### config.mk
export PLATFORM = sky130hd
export DESIGN_NAME = fifo_axis_packer
export DESIGN_NICKNAME = d
export VERILOG_FILES = /design/src/rtl/fifo_axis_packer.sv
export SDC_FILE = /design/constraint.sdc
export NUM_CORES = 1
export LEC_CHECK = 0
export CAP_MARGIN = 0
export CORE_AREA = 3 3 123 78
export CTS_CLUSTER_DIAMETER = 60
export DETAILED_ROUTE_END_ITERATION = 10
export DIE_AREA = 0 0 126 81
export GPL_TIMING_DRIVEN = 0
export HOLD_SLACK_MARGIN = 0.02
export PLACE_DENSITY = 0.72
export SETUP_SLACK_MARGIN = 0.5
export SLEW_MARGIN = 20
export SYNTH_ARGS = -nofsm -noshare
export SYNTH_HDL_FRONTEND = slang
export SYNTH_SLANG_ARGS = --single-unit
### constraint.sdc
create_clock -name clk -period 2.6 [get_ports clk]
set_clock_uncertainty 0.15 [all_clocks]
set_input_delay 0.65 -clock clk [delete_from_list [all_inputs] [get_ports clk]]
set_output_delay 0.65 -clock clk [all_outputs]
set_load 0.05 [all_outputs]
### src/rtl/fifo_axis_packer.sv
// Packs byte cells popped from the PS-PL FIFO into LANES-wide AXI4-Stream beats with periodic TLAST.
// Optional partial-word flush on idle timeout is built with `define PACKER_TIMEOUT_EN.
module fifo_axis_packer #(
  parameter int IN_W      = 8,
  parameter int LANES     = 4,
  parameter int PKT_BEATS = 16,
  parameter int TIMEOUT   = 255
) (
  input  logic                  clk,
  input  logic                  rst,
  input  logic                  fifo_valid,
  output logic                  fifo_enr,
  input  logic [IN_W-1:0]       fifo_data,
  output logic [IN_W*LANES-1:0] m_axis_tdata,
  output logic [LANES-1:0]      m_axis_tkeep,
  output logic                  m_axis_tlast,
  output logic                  m_axis_tvalid,
  input  logic                  m_axis_tready,
  output logic [15:0]           pkt_count
);

  localparam int LW = $clog2(LANES);
  localparam logic [LW-1:0] LAST_LANE = LW'(LANES - 1);
  localparam logic [15:0]   LAST_BEAT = 16'(PKT_BEATS - 1);

  typedef enum logic {FILL, SEND} state_e;

  state_e                       state_q;
  logic [LW-1:0]                lane_idx_q;
  logic [15:0]                  beat_idx_q;
  logic [15:0]                  pkt_cnt_q;
  logic [LANES-1:0][IN_W-1:0]   lanes_q;
  logic [LANES-1:0][IN_W-1:0]   word_d;
  logic [IN_W*LANES-1:0]        tdata_q;
  logic [LANES-1:0]             tkeep_q;
  logic                         tlast_q;
  logic                         pop;
  logic                         hs;

  assign fifo_enr      = fifo_valid && !rst && (state_q == FILL);
  assign pop           = fifo_enr;
  assign hs            = (state_q == SEND) && m_axis_tready;
  assign m_axis_tvalid = (state_q == SEND);
  assign m_axis_tdata  = tdata_q;
  assign m_axis_tkeep  = tkeep_q;
  assign m_axis_tlast  = tlast_q;
  assign pkt_count     = pkt_cnt_q;

  // The cell completing a word goes straight into the output register.
  always_comb begin
    word_d             = lanes_q;
    word_d[lane_idx_q] = fifo_data;
  end

`ifdef PACKER_TIMEOUT_EN
  logic [15:0]      idle_cnt_q;
  logic             partial_q;
  logic             timeout_hit;
  logic [LANES-1:0] keep_part;

  assign timeout_hit = (state_q == FILL) && !pop && (lane_idx_q != '0) &&
                       (idle_cnt_q == 16'(TIMEOUT - 1));

  always_comb begin
    keep_part = '0;
    for (int i = 0; i < LANES; i++) keep_part[i] = (i < int'(lane_idx_q));
  end
`endif

  always_ff @(posedge clk) begin
    if (rst) begin
      state_q    <= FILL;
      lane_idx_q <= '0;
      beat_idx_q <= '0;
      pkt_cnt_q  <= '0;
      lanes_q    <= '0;
      tdata_q    <= '0;
      tkeep_q    <= '0;
      tlast_q    <= 1'b0;
`ifdef PACKER_TIMEOUT_EN
      idle_cnt_q <= '0;
      partial_q  <= 1'b0;
`endif
    end else begin
      case (state_q)
        FILL: begin
          if (pop) begin
            lanes_q[lane_idx_q] <= fifo_data;
            lane_idx_q          <= lane_idx_q + 1'b1;
`ifdef PACKER_TIMEOUT_EN
            idle_cnt_q          <= '0;
`endif
            if (lane_idx_q == LAST_LANE) begin
              state_q <= SEND;
              tdata_q <= word_d;
              tkeep_q <= '1;
              tlast_q <= (beat_idx_q == LAST_BEAT);
              lanes_q <= '0;
            end
          end
`ifdef PACKER_TIMEOUT_EN
          // Unused lanes are already zero: the lane store is cleared whenever a beat leaves.
          else if (timeout_hit) begin
            state_q    <= SEND;
            tdata_q    <= lanes_q;
            tkeep_q    <= keep_part;
            tlast_q    <= 1'b1;
            partial_q  <= 1'b1;
            lanes_q    <= '0;
            idle_cnt_q <= '0;
          end else if (lane_idx_q != '0) begin
            idle_cnt_q <= idle_cnt_q + 1'b1;
          end
`endif
        end
        SEND: begin
          if (hs) begin
            state_q <= FILL;
`ifdef PACKER_TIMEOUT_EN
            partial_q  <= 1'b0;
            lane_idx_q <= '0;
            if (partial_q || (beat_idx_q == LAST_BEAT)) begin
`else
            if (beat_idx_q == LAST_BEAT) begin
`endif
              beat_idx_q <= '0;
              pkt_cnt_q  <= pkt_cnt_q + 1'b1;
            end else begin
              beat_idx_q <= beat_idx_q + 1'b1;
            end
          end
        end
        default: state_q <= FILL;
      endcase
    end
  end

endmodule

==> flow_summary.json, run 1 <==
{
  "pwr-share-comb_pct": 8.0,
  "tns_ns": 0,
  "ys_seq_area_share_pct": 45.7,
  "worstReg2RegStart": "beat_idx_q[1]$_SDFFE_PP0P_",
  "pwr-share-clk_pct": 43.5,
  "hold_violations": 0,
  "synth_cell_types": 40,
  "clkSinkCount": 93,
  "yosysMostFrequentCell": "dfxtp_1",
  "vias": 3677,
  "layout-drive-gt1-share_pct": 16.5,
  "synthFlopType": "dfxtp_1",
  "rr_endpoint": "pkt_count[14]$_SDFFE_PP0P_",
  "grt_pass1_vias": 3448,
  "hold_class": "flop to flop",
  "grt_pass1_wl_um": 18200,
  "clk_pin_slew_ns": 0.06,
  "grtUsageTotal_pct": 22.7,
  "final_nets": 548,
  "root_buffer": "clkbuf_16",
  "cap_violations": 0,
  "endpoint": "fifo_enr",
  "yosysWarnings": 0,
  "crit_path_end_kind": "output pin",
  "cellPowerDensity_nw_per_um2": 571,
  "htreeDepth": 3,
  "seqCellArea_um2": 1870,
  "power.switching_uw": 689,
  "cts_inserted_buffers": 9,
  "die_y_um": 81,
  "arrival_ns": 1.28,
  "period_share_pct": 80.0,
  "synth_fa_ha_area_share_pct": 1.84,
  "wire_per_inst_um": 17.4,
  "multi_input_area_um2": 2050,
  "tightest_slew_ns": 0.533,
  "routed_wl_um": 11300,
  "regToRegSetupSlack_ns": 0.57,
  "final_area_um2": 5260,
  "drt_iter0_markers": 339,
  "io_buffer_count": 65,
  "routed_via_density": 5.69,
  "crit_start": "rst",
  "drtAntennaViolNets": 0,
  "start_kind": "primary input",
  "rows": 26,
  "antenna_found_initial": 0,
  "worst-r2r-cell-count": 7,
  "synth-compound-area-share_pct": 16.5,
  "synth_nets": 463,
  "clkLatencyLatePin_ns": 0.35,
  "synthMuxAreaShare_pct": 6.18,
  "syn_to_final_growth_pct": 29.1,
  "synth_top_cell_area_share_pct": 45.7,
  "synth_area_leader_cell": "dfxtp_1",
  "synthSimpleGateAreaFrac_pct": 21.7,
  "whs_ns": 0.305,
  "die_w_um": 126,
  "grt_max_degree": 14,
  "path_max_fanout": 6,
  "start_util_pct": 48.1,
  "synthArstFlopShare_pct": 0,
  "drtPass1Iterations": 5,
  "fin_crit_ns": 2.08,
  "p_seq_share_pct": 48.5,
  "status": "complete, no violations",
  "clockBufferDepth": 2,
  "grt-ovfl-total": 0,
  "swShare_pct": 23.0,
  "synth_area_leaders": "dfxtp_1 (46%), mux2i_1 (5.9%), nor2_1 (5.9%), a211oi_1 (4.4%), a22oi_1 (4.4%)",
  "max_freq_ghz": 0.481,
  "synth-edff-count": 0,
  "n_fill_cell": 749,
  "syn_area_um2": 4070,
  "place.gp.congestion": 0.912,
  "peakVddDrop_v": 0.000313,
  "ios": 67,
  "synth_commonest_cells": "dfxtp_1 (93), nor2_1 (64), a21oi_1 (30), nand2_1 (30)",
  "core-area_um2": 8460,
  "synth_xor_area_share_pct": 2.58,
  "min_path_cells": 2,
  "avgSynthCellArea_um2": 9.15,
  "placed_cell_area_um2": 4870,
  "rsz0062_at_grt": "true",
  "cell_internal_pwr_mw": 2.31,
  "p_leak_nw": 2.03,
  "synth_top_family_by_area": "simple AND/OR/NAND/NOR gates",
  "crit_required_ns": 1.80,
  "place_hpwl_um": 7850,
  "finalSetupViolCount": 0,
  "totalPowerFinal_mw": 3.00,
  "crit_type": "primary input to output pin",
  "tritoncts": "yes",
  "relSlewSlack_pct": 64.4,
  "slew_viol_final": 0,
  "antenna_cells": 0,
  "drt_drc_violations_left": 0,
  "synthCells": 445,
  "dieArea_um2": 10200,
  "ys_seq_elements": 93
}
[cell usage in the layout, fill, tap and decap left out, types with 8 or more instances in the layout]
cell type / count
or4_1: 13
mux2i_1: 24
a21oi_1: 28
o31ai_1: 13
buf_4: 13
nand3_1: 13
clkdlybuf4s15_2: 10
xor2_1: 10
nand4_1: 9
dfxtp_1: 90
nor2b_1: 9
clkbuf_16: 9
clkdlybuf4s50_1: 8
clkbuf_1: 12
dlygate4sd2_1: 36
a22oi_1: 24
nor2_1: 64
buf_2: 8
clkbuf_2: 9
nand2_1: 29
a211oi_1: 24
[power by group through the flow]
stage                     clock (mW)  combinational [mW]  sequential, mW
final                           1.30               0.240            1.45
after global routing            1.37               0.257            1.46
after detailed placement           0               0.221            1.49
after global placement             0               0.217            1.49
after CTS                       1.32               0.227            1.45
after floorplan                    0               0.135            1.50
[layer usage]
layer	global-route usage [%]	routed length, um	vias to the layer above
li1	-	-	1771
met3	6.18	617	10
met4	6.75	112	0
met2	34.0	4980	107
met5	0	0	-
met1	32.1	5550	1789
[registers in the layout (all words and copies together), names as in the netlist]
signal         flops
pkt_count         16
m_axis_tdata      32
lanes_q           24
beat_idx_q        16
m_axis_tvalid      1
m_axis_tlast       1
lane_idx_q         2
m_axis_tkeep       1
[per-stage QoR]
| stage | instances | util, % | worst slack (ns) |
|---|---|---|---|
| 6_report | 646 | 62.1 | 0.520 |
| 4_1_cts | 641 | 61.4 | 0.431 |
| 3_5_place_dp | 622 | 57.6 | -0.603 |
| 5_1_grt | 646 | 62.1 | 0.451 |
| 2_1_floorplan | 445 | - | 0.521 |
| 3_3_place_gp | 622 | 57.6 | -0.601 |
[worst max-delay path, stage by stage]
cell and delay [ns]:
buf_12 0.11, nor3b_4 0.23, buf_6 0.15, buf_8 0.14
[cell type report]
cell class | count | area share (%)
flip-flops and latches | 93 | 35.5
inverters | 5 | 0.357
multi-input cells | 313 | 39.0
repair buffers | 74 | 12.5
clock buffers | 15 | 5.67
well taps | 112 | 2.67
plain buffers | 34 | 4.36
[what timing repair did]
action | CTS | global route
hold endpoints to repair | 0 | 0
endpoints found under the setup margin | 119 | 65
setup buffers | 4 | 5
hold buffers | 0 | 0
pin swaps | 1 | 3
resized for setup | 99 | 29
[cells by family (layout without fill, tap and decap cells)]
family,Yosys count,after routing
adder cells (fa/ha/maj),6,6
multiplexers,25,25
AND/OR/NAND/NOR,168,168
flip-flops,93,93
AO/OA/AOI/OAI,102,102
buffers and inverters,39,128
XOR/XNOR,12,12
[how the worst min path moves through the flow]
stage                                    end                     startpoint  slack, ns
2_1_floorplan     beat_idx_q[1]$_SDFFE_PP0P_     beat_idx_q[1]$_SDFFE_PP0P_       0.30
3_3_place_gp   m_axis_tdata[26]$_SDFFE_PP0P_  m_axis_tdata[26]$_SDFFE_PP0P_       0.30
3_5_place_dp   m_axis_tdata[27]$_SDFFE_PP0P_  m_axis_tdata[27]$_SDFFE_PP0P_       0.30
4_1_cts        m_axis_tdata[27]$_SDFFE_PP0P_  m_axis_tdata[27]$_SDFFE_PP0P_       0.31
5_1_grt        m_axis_tdata[27]$_SDFFE_PP0P_  m_axis_tdata[27]$_SDFFE_PP0P_       0.34
6_report       m_axis_tdata[27]$_SDFFE_PP0P_  m_axis_tdata[27]$_SDFFE_PP0P_       0.30
Note: power is estimated with default switching activity, not from simulation.
==> inputs of run 2 (changes only) <==
Settings changed: PLACE_DENSITY 0.72 to 0.75.
Clock period 2.6 ns to 1.9 ns, I/O delays scaled along.
==> run 2 against run 1 <==
The flow now finishes with violations (negative setup slack). Critical path depth increased by 2. First-iteration DRC count increased by 85%. Largest power group unchanged. Cell count rose by 10%. Sequential power rose by 35%. Sequential share of layout area shrank 8.0 points. Via count increased by 32%. Highest routed layer unchanged. Register-to-register slack got worse by 0.76 ns.
==> flow_summary.json, run 2 (synthesis results as in run 1) <==
{
  "drtAntennaViolNets": 0,
  "min_from": "m_axis_tdata[29]$_SDFFE_PP0P_",
  "hold_end": "m_axis_tdata[29]$_SDFFE_PP0P_",
  "vias": 4850,
  "slew_viol_final": 0,
  "largest_reg_flops": 32,
  "rr_endpoint": "pkt_count[6]$_SDFFE_PP0P_",
  "start_util_pct": 48.1,
  "drt_drc_violations_left": 0,
  "grt_pass1_vias": 3945,
  "period_share_pct": 110,
  "grtUsageTotal_pct": 26.3,
  "final_cell_mix": "buf_8 (65), buf_4 (51), nor2_1 (42), dfxtp_2 (36), dfxtp_1 (32)",
  "io_buffer_count": 65,
  "p_seq_share_pct": 46.9,
  "status": "complete, but fails checks",
  "crit_path_end_kind": "flop",
  "max_freq_ghz": 0.478,
  "cap_violations": 0,
  "core-area_um2": 8460,
  "worst-r2r-cell-count": 6,
  "pwr-share-clk_pct": 41.5,
  "antenna_found_initial": 0,
  "final_common_cell": "buf_8",
  "die_w_um": 126,
  "cts_inserted_buffers": 9,
  "clockBufferDepth": 2,
  "layout-drive-gt1-share_pct": 62.1,
  "power.switching_mw": 1.15,
  "rsz0062_at_grt": "true",
  "cellPowerDensity_nw_per_um2": 577,
  "drt_iter0_markers": 626,
  "grt-ovfl-total": 0,
  "tightest_slew_ns": 0.790,
  "crit_type": "flop to flop",
  "place_hpwl_um": 7790,
  "grt_pass1_wl_um": 21200,
  "relSlewSlack_pct": 47.4,
  "grt_max_degree": 15,
  "cell_internal_pwr_mw": 3.04,
  "peakVddDrop_v": 0.000442,
  "ios": 67,
  "routed_via_density": 6.80,
  "routed_wl_um": 19100,
  "fin_ws_ns": -0.193,
  "clk_pin_slew_ns": 0.07,
  "final_nets": 614,
  "arrival_ns": 2.20,
  "p_leak_nw": 2.76,
  "hold_violations": 0,
  "start_kind": "flop",
  "cts_hold_buf": 0,
  "root_buffer": "clkbuf_16",
  "crit_required_ns": 2.01,
  "placed_cell_area_um2": 5010,
  "worstReg2RegStart": "beat_idx_q[5]$_SDFFE_PP0P_",
  "tritoncts": "yes",
  "place.gp.congestion": 0.902,
  "regToRegSetupSlack_ns": -0.19,
  "syn_to_final_growth_pct": 78.5,
  "pwr-share-comb_pct": 11.6,
  "rows": 26,
  "fin_crit_ns": 2.09,
  "antenna_cells": 0,
  "drtPass1Iterations": 6,
  "clkLatencyLatePin_ns": 0.36,
  "wire_per_inst_um": 26.8,
  "finalSetupViolCount": 16,
  "violations": "negative setup slack",
  "die_y_um": 81,
  "final_area_um2": 7260,
  "hold_class": "flop to flop",
  "htreeDepth": 3,
  "path_max_fanout": 5,
  "dieArea_um2": 10200,
  "clkSinkCount": 93,
  "swShare_pct": 27.4,
  "min_path_cells": 2,
  "whs_ns": 0.360
}
[run 2: cell types whose count changed in the layout (fill, tap and decap cells not counted), moves of 19 or more]
cell	delta
buf_6	+20
buf_8	+64
dfxtp_4	+25
buf_4	+38
dfxtp_2	+33
nor2_4	+19
a211oi_1	-24
dfxtp_1	-58
dlygate4sd2_1	-34
nor2_1	-22
a211oi_2	+24
[run 2: layout make-up]
cell class | count | area, um2
inverter | 5 | 18.8
timing repair buffer | 140 | 1690
clock inverter | 6 | 28.8
clock buffer | 10 | 239
fill | 331 | 1190
multi-input combinational | 313 | 2730
tap | 112 | 140
sequential | 93 | 2000
buffer | 34 | 409
[run 2: timing repair]
item	in CTS	in global routing
resized for setup	570	176
pin swaps	24	34
buffers inserted	37	31
gates cloned	6	1
endpoints found under the hold margin	0	0
endpoints found under the setup margin	147	146
[run 2: layer usage]
metal | vias up | share of wire (%) | global-route usage (%)
li1 | 1928 | - | -
met5 | - | 0 | 0
met1 | 2340 | 38 | 35.1
met2 | 459 | 45 | 43.0
met3 | 123 | 12 | 5.39
met4 | 0 | 5.8 | 9.21
[run 2: power by group through the flow]
| stage | registers, mW | logic [mW] | clock network, mW |
|---|---|---|---|
| after detailed placement | 2.02 | 0.311 | 0 |
| after global routing | 1.96 | 0.499 | 1.79 |
| after CTS | 1.97 | 0.374 | 1.66 |
| after floorplan | 2.04 | 0.195 | 0 |
| final | 1.96 | 0.488 | 1.74 |
| after global placement | 2.02 | 0.308 | 0 |
[run 2: metrics by stage]
| stage | utilization (%) | std cells | power, mW | setup TNS [ns] | setup WS [ns] |
|---|---|---|---|---|---|
| 6_report | 85.9 | 713 | 4.19 | -1.43 | -0.193 |
| 5_1_grt | 85.9 | 713 | 4.25 | -2.21 | -0.207 |
| 4_1_cts | 75.0 | 681 | 4.00 | 0 | 0.0311 |
| 3_5_place_dp | 59.3 | 622 | 2.33 | -30.55 | -0.982 |
| 3_3_place_gp | 59.3 | 622 | 2.33 | -29.53 | -0.981 |
| 2_1_floorplan | - | 445 | 2.23 | 0 | 0.102 |
[run 2: how the worst max path moves through the flow]
stage	start	to	cells past startpoint	slack (ns)
3_5_place_dp	fifo_valid	fifo_enr	4	-0.98
5_1_grt	beat_idx_q[15]$_SDFFE_PP0P_	pkt_count[6]$_SDFFE_PP0P_	6	-0.21
4_1_cts	m_axis_tvalid$_SDFF_PP0_	fifo_enr	3	0.03
3_3_place_gp	fifo_valid	fifo_enr	4	-0.98
6_report	beat_idx_q[5]$_SDFFE_PP0P_	pkt_count[6]$_SDFFE_PP0P_	6	-0.19
2_1_floorplan	m_axis_tvalid$_SDFF_PP0_	pkt_count[8]$_SDFFE_PP0P_	6	0.10
[run 2: worst max-delay path: stages (launching register included)]
cell	delay (ns)
dfxtp_4	0.37
nor4b_4	0.31
buf_6	0.18
nand2_4	0.08
buf_6	0.16
or4_4	0.53
a21oi_1	0.21
